===== config.mk =====
export PLATFORM = sky130hd
export DESIGN_NAME = pipe_mem_arbiter
export DESIGN_NICKNAME = d
export VERILOG_FILES = /design/src/rtl/pipe_mem_arbiter.sv
export SDC_FILE = /design/constraint.sdc
export NUM_CORES = 1
export LEC_CHECK = 0
export ABC_AREA = 1
export CORE_MARGIN = 2
export CORE_UTILIZATION = 38
export CTS_BUF_LIST = sky130_fd_sc_hd__clkbuf_4
export CTS_CLUSTER_DIAMETER = 50
export DETAILED_ROUTE_END_ITERATION = 12
export PLACE_DENSITY_LB_ADDON = 0.2
export SLEW_MARGIN = 25
export SYNTH_ARGS = -nofsm -noshare
export SYNTH_HDL_FRONTEND = slang
export SYNTH_SLANG_ARGS = --single-unit

===== constraint.sdc =====
create_clock -name clk -period 1.3 [get_ports clk]
set_input_delay 0.39 -clock clk [delete_from_list [all_inputs] [get_ports clk]]
set_output_delay 0.39 -clock clk [all_outputs]
set_load 0.01 [all_outputs]

===== src/rtl/pipe_mem_arbiter.sv =====
// Shares one single-ported memory bus between instruction fetch and data access.
// It also derives the per-stage pipeline stall controls.
module pipe_mem_arbiter (
  input  logic        clk,
  input  logic        rst,
  input  logic        IF_Req,
  input  logic [31:0] IF_Addr,
  input  logic        MEM_Req,
  input  logic        MEM_Write,
  input  logic [31:0] MEM_Addr,
  input  logic [31:0] MEM_WData,
  input  logic [3:0]  MEM_ByteEn,
  input  logic        ID_LoadUse,
  input  logic        EX_Busy,
  input  logic        bus_ack,
  input  logic [31:0] bus_rdata,
  output logic        bus_req,
  output logic        bus_we,
  output logic [31:0] bus_addr,
  output logic [31:0] bus_wdata,
  output logic [3:0]  bus_be,
  output logic [31:0] IF_RData,
  output logic [31:0] MEM_RData,
  output logic        IF_Stall,
  output logic        ID_Stall,
  output logic        EX_Stall,
  output logic        MEM_Stall,
  output logic        WB_Stall
);

  localparam int unsigned DW = 32;
  localparam int unsigned BW = 4;

  typedef enum logic [1:0] {IDLE, IF_BUSY, MEM_BUSY} state_e;

  state_e            state_q, state_d;
  logic              bus_req_q, bus_req_d;
  logic              bus_we_q, bus_we_d;
  logic [DW-1:0]     bus_addr_q, bus_addr_d;
  logic [DW-1:0]     bus_wdata_q, bus_wdata_d;
  logic [BW-1:0]     bus_be_q, bus_be_d;
  logic [DW-1:0]     if_rdata_q, if_rdata_d;
  logic [DW-1:0]     mem_rdata_q, mem_rdata_d;
  logic              if_done_q, if_done_d;
  logic              mem_done_q, mem_done_d;

  // Stall controls are combinational from registered done flags and live requests.
  assign MEM_Stall = MEM_Req & ~mem_done_q;
  assign EX_Stall  = MEM_Stall | EX_Busy;
  assign ID_Stall  = EX_Stall | ID_LoadUse;
  assign IF_Stall  = IF_Req & ~if_done_q;
  assign WB_Stall  = 1'b0;

  assign bus_req   = bus_req_q;
  assign bus_we    = bus_we_q;
  assign bus_addr  = bus_addr_q;
  assign bus_wdata = bus_wdata_q;
  assign bus_be    = bus_be_q;
  assign IF_RData  = if_rdata_q;
  assign MEM_RData = mem_rdata_q;

  always_comb begin
    state_d     = state_q;
    bus_req_d   = bus_req_q;
    bus_we_d    = bus_we_q;
    bus_addr_d  = bus_addr_q;
    bus_wdata_d = bus_wdata_q;
    bus_be_d    = bus_be_q;
    if_rdata_d  = if_rdata_q;
    mem_rdata_d = mem_rdata_q;
    if_done_d   = if_done_q;
    mem_done_d  = mem_done_q;

    // MEM/WB consumes load data on the first edge; IF/ID only when ID advances.
    if (mem_done_q) mem_done_d = 1'b0;
    if (if_done_q && !ID_Stall) if_done_d = 1'b0;

    case (state_q)
      IDLE: begin
        if (MEM_Req && !mem_done_q) begin
          state_d     = MEM_BUSY;
          bus_req_d   = 1'b1;
          bus_we_d    = MEM_Write;
          bus_addr_d  = MEM_Addr;
          bus_wdata_d = MEM_WData;
          bus_be_d    = MEM_Write ? MEM_ByteEn : BW'(4'hF);
        end else if (IF_Req && !if_done_q) begin
          state_d     = IF_BUSY;
          bus_req_d   = 1'b1;
          bus_we_d    = 1'b0;
          bus_addr_d  = IF_Addr;
          bus_be_d    = BW'(4'hF);
        end
      end
      IF_BUSY: begin
        if (bus_ack) begin
          state_d    = IDLE;
          bus_req_d  = 1'b0;
          if_rdata_d = bus_rdata;
          if_done_d  = 1'b1;
        end
      end
      MEM_BUSY: begin
        if (bus_ack) begin
          state_d     = IDLE;
          bus_req_d   = 1'b0;
          mem_rdata_d = bus_rdata;
          mem_done_d  = 1'b1;
        end
      end
      default: state_d = IDLE;
    endcase
  end

  always_ff @(posedge clk or negedge rst) begin
    if (!rst) begin
      state_q     <= IDLE;
      bus_req_q   <= 1'b0;
      bus_we_q    <= 1'b0;
      bus_addr_q  <= '0;
      bus_wdata_q <= '0;
      bus_be_q    <= '0;
      if_rdata_q  <= '0;
      mem_rdata_q <= '0;
      if_done_q   <= 1'b0;
      mem_done_q  <= 1'b0;
    end else begin
      state_q     <= state_d;
      bus_req_q   <= bus_req_d;
      bus_we_q    <= bus_we_d;
      bus_addr_q  <= bus_addr_d;
      bus_wdata_q <= bus_wdata_d;
      bus_be_q    <= bus_be_d;
      if_rdata_q  <= if_rdata_d;
      mem_rdata_q <= mem_rdata_d;
      if_done_q   <= if_done_d;
      mem_done_q  <= mem_done_d;
    end
  end

endmodule


==> results.md <==
* P_sw at approximately 0.0088 W
* Status: finished, violations left
* All-layer global routing usage at between 20% and 30%
* Delay-heaviest family, CP: flip-flops
* CP peak stage delay at 0.37 ns
* Distinct cell type count after synthesis at 19
* Max Fanout on Critical Path at 2
* Die ar. at between 0.015 and 0.02 mm²
* Switching portion of total power at a little under two fifths
* Failing checks: setup timing
* HP Class: in2async
* WP data arrival at around 1.4 ns
* Detailed Place HPWL at roughly 11000 µm
* Post-synthesis instance total at just under 700
* Vias in the first global route at around 5500
* CTS Buffer Depth at 2
* Layout cells sized above 1 at 37.3%
* Num CTS Buffers at 17
* Max Cap Viol at 0
* Final Wtd Congestion at 0.790
* Io pins at 279
* Area Overhead vs Synth at 91.0%
* TritonCTS clock tree: built
* Period utilization at 140%
* Critical Path RT at approximately 0.9 ns
* # nets final at around 1200
* Unrepaired setup endpoints after global routing: yes
* Power density of the placed cells at approximately 2200 mW/mm²
* Internal power at about 0.015 W
* Core region area at between 0.01 and 0.015 mm²
* Chip height at around 130 µm
* Placed Instances at 1125
* Setup crit start kind: flip-flop
* Initial Util at about two fifths
* DRC errors left at 0
* Vias per inst at between 4 and 5
* P_leak at roughly 5.6 nW
* CP Cell Sequence: inv_2 -> nand2_4 -> nand2_4 -> or2_4 -> buf_6
* Syn Nets at between 800 and 900
* Tmin final at roughly 1.8 ns
* Port Buffers at between 200 and 300
* Avg Inst Size Synth at between 8 and 9 µm²
* Largest net degree at the start of global routing at 52
* Post-route insts no fill at roughly 1300
* Total grt overflow at 0
* DR top layer: met4
* First DRT Iteration DRCs at just under 300
* Final WS setup at -0.523 ns
* Routed len/inst at 16.3 µm
* Vias at just under 6000
* Setup TNS at -50.29 ns
* Setup crit end kind: output pin
* Tightest Pin Transition at 1.05 ns
* Clk pwr share at a little under an eighth
* # H-tree levels at 4
* Crit path kind: reg2out
* Fill count at ~1100
* Wire length on met3 at 1460 µm
* Worst path buffer plus inverter count at 2
* Max VDD drop at just over 1000 µV
* Max_slew headroom at a little under a third
* Antenna violations before repair at 1
* Die width at 126 µm
* Slowest stage cell, crit path: dfrtp_1
* 1st-pass router iterations at 5
* Fmax at between 500 and 600 MHz
* Post-synthesis sequential area ratio at between 60% and 70%
* Final setup vio count at 272
* First-pass GRT wire length at ~28000 µm
* Worst-skew pair later-pin latency at between 0.5 and 0.6 ns
* Routed length on met1 at 8330 µm
* Setup Skew at around 0.018 ns
* Comb pwr share at a little under three fifths
* Hold Vio Cnt, Final at 0
* Final WL at roughly 21000 µm
* Slew Viols, Final at 0
* Reg clk slew, reported paths at 0.13 ns
* Synth warn at 0
* Power Total at 0.0239 W
* Std cell rows at 44
* Most common cell on crit path: nand2_4
* Final ANT Viol Nets at 0
* Yosys reg bits at approximately 140
* Met2 wire length at between 10000 and 15000 µm
* Root Buffer: clkbuf_4
* TritonCTS Sinks at around 140
* Seq pwr share at around 32%
* Post-Syn Area at between 0.005 and 0.006 mm²
[metal layers]
layer | vias up | GRT usage, %
met1 | 2730 | 27.7
met3 | 39 | 8.01
met2 | 215 | 37.3
li1 | 2863 | -
met5 | - | 0
met4 | 0 | 7.82
[flip-flops by register name, indices dropped and copies added (netlist names)]
name        cells
bus_req         1
state_q         2
if_done_q       1
bus_wdata      32
mem_done_q      1
bus_addr       32
bus_we          1
MEM_RData      32
bus_be          4
IF_RData       32
[stage by stage]
stage / util (%) / hold slack, ns / instance area, µm² / setup WS, ns
2_1_floorplan: - / 0.0944 / 5710 / 0.000162
3_3_place_gp: 60.6 / 0.243 / 8840 / -0.839
3_5_place_dp: 60.6 / 0.244 / 8840 / -0.856
4_1_cts: 64.6 / 0.187 / 9420 / -0.563
5_1_grt: 74.5 / 0.201 / 10900 / -0.623
6_report: 74.5 / 0.249 / 10900 / -0.523
[synth_stat cells (all sizes together)]
| cell type | number | area share (%) |
|---|---|---|
| nand3 | 2 | 0.18 |
| or2 | 2 | 0.22 |
| o21ai | 99 | 8.7 |
| conb | 1 | 0.066 |
| nor2 | 13 | 0.90 |
| nand2 | 302 | 20 |
| inv | 78 | 5.1 |
| buf | 22 | 2.0 |
| clkbuf | 12 | 0.79 |
| dfrtp | 138 | 61 |
| nand4 | 1 | 0.11 |
| ha | 4 | 0.88 |
| a21oi | 1 | 0.29 |
[power by group through the flow]
stage	Combinational [W]	Clock (W)	Sequential, W
after global routing	0.0144	0.00316	0.00785
after floorplan	0.00283	0	0.00829
after global placement	0.00931	0	0.00733
final	0.0134	0.00287	0.00765
after CTS	0.0102	0.00293	0.00740
after detailed placement	0.00944	0	0.00738
[worst reg2reg max path: stages (launching register included)]
cell       delay (ns)
dfrtp_1          0.40
inv_2            0.07
nand2_4          0.05
buf_6            0.14
buf_16           0.14
a21oi_4          0.14
buf_12           0.13
buf_6            0.12
bufbuf_16        0.26
nand2_1          0.04
o21ai_0          0.07
[path summary, 6_finish.rpt]
check                              start             to  slack, ns  cells after the start
setup / recovery              mem_done_q       ID_Stall      -0.52                      5
hold / removal                       rst   MEM_RData[0]       0.25                      2
setup reg to reg              mem_done_q   bus_addr[14]      -0.35                     10
hold reg to reg            bus_wdata[16]  bus_wdata[16]       0.48                      2
max in group asynchronous            rst    bus_addr[2]       0.50                      3
min in group clk            MEM_WData[0]   bus_wdata[0]       0.37                      3
[placed cells by master (no fill, tap or decap), drive strengths merged]
cell type      count
ha                 4
or2                2
nand2            305
diode              1
nand3              2
a21oi              1
buf              248
bufinv             3
inv               79
nand4              1
nor2              13
clkinv             5
clkbuf            31
clkdlybuf4s50    137
dfrtp            138
dlymetal6s2s       1
conb               1
dlygate4sd3        1
bufbuf             5
clkinvlp           4
o21ai             99
[cells by family (layout without fill, tap and decap cells)]
| group | count (synthesis) | count (layout) | share of synthesized area, % |
|---|---|---|---|
| compound gates | 100 | 100 | 8.99 |
| other cells | 1 | 2 | 0.0659 |
| buf+inv | 112 | 514 | 7.98 |
| flops | 138 | 138 | 60.6 |
| fa+ha+maj | 4 | 4 | 0.879 |
| simple gates | 320 | 323 | 21.4 |
[what timing repair did]
item / in CTS / in global routing
gates cloned: 12 / 22
pin swaps: 4 / 6
buffers inserted: 29 / 45
endpoints found under the hold margin: 138 / 0
hold buffers: 1 / 0
setup endpoints to repair: 217 / 274
gates resized for setup: 643 / 224
[cell type report]
type,count,area [µm²],share of cell area [%]
clock inverters,13,154,1.42
flip-flops and latches,138,3450,31.8
clock buffers,17,128,1.17
diodes,1,2.50,0.0230
repair buffers,406,4250,39.1
multi-input cells,428,2360,21.7
inverters,78,300,2.76
well taps,184,230,2.12
(Power assumes the default switching activity.)
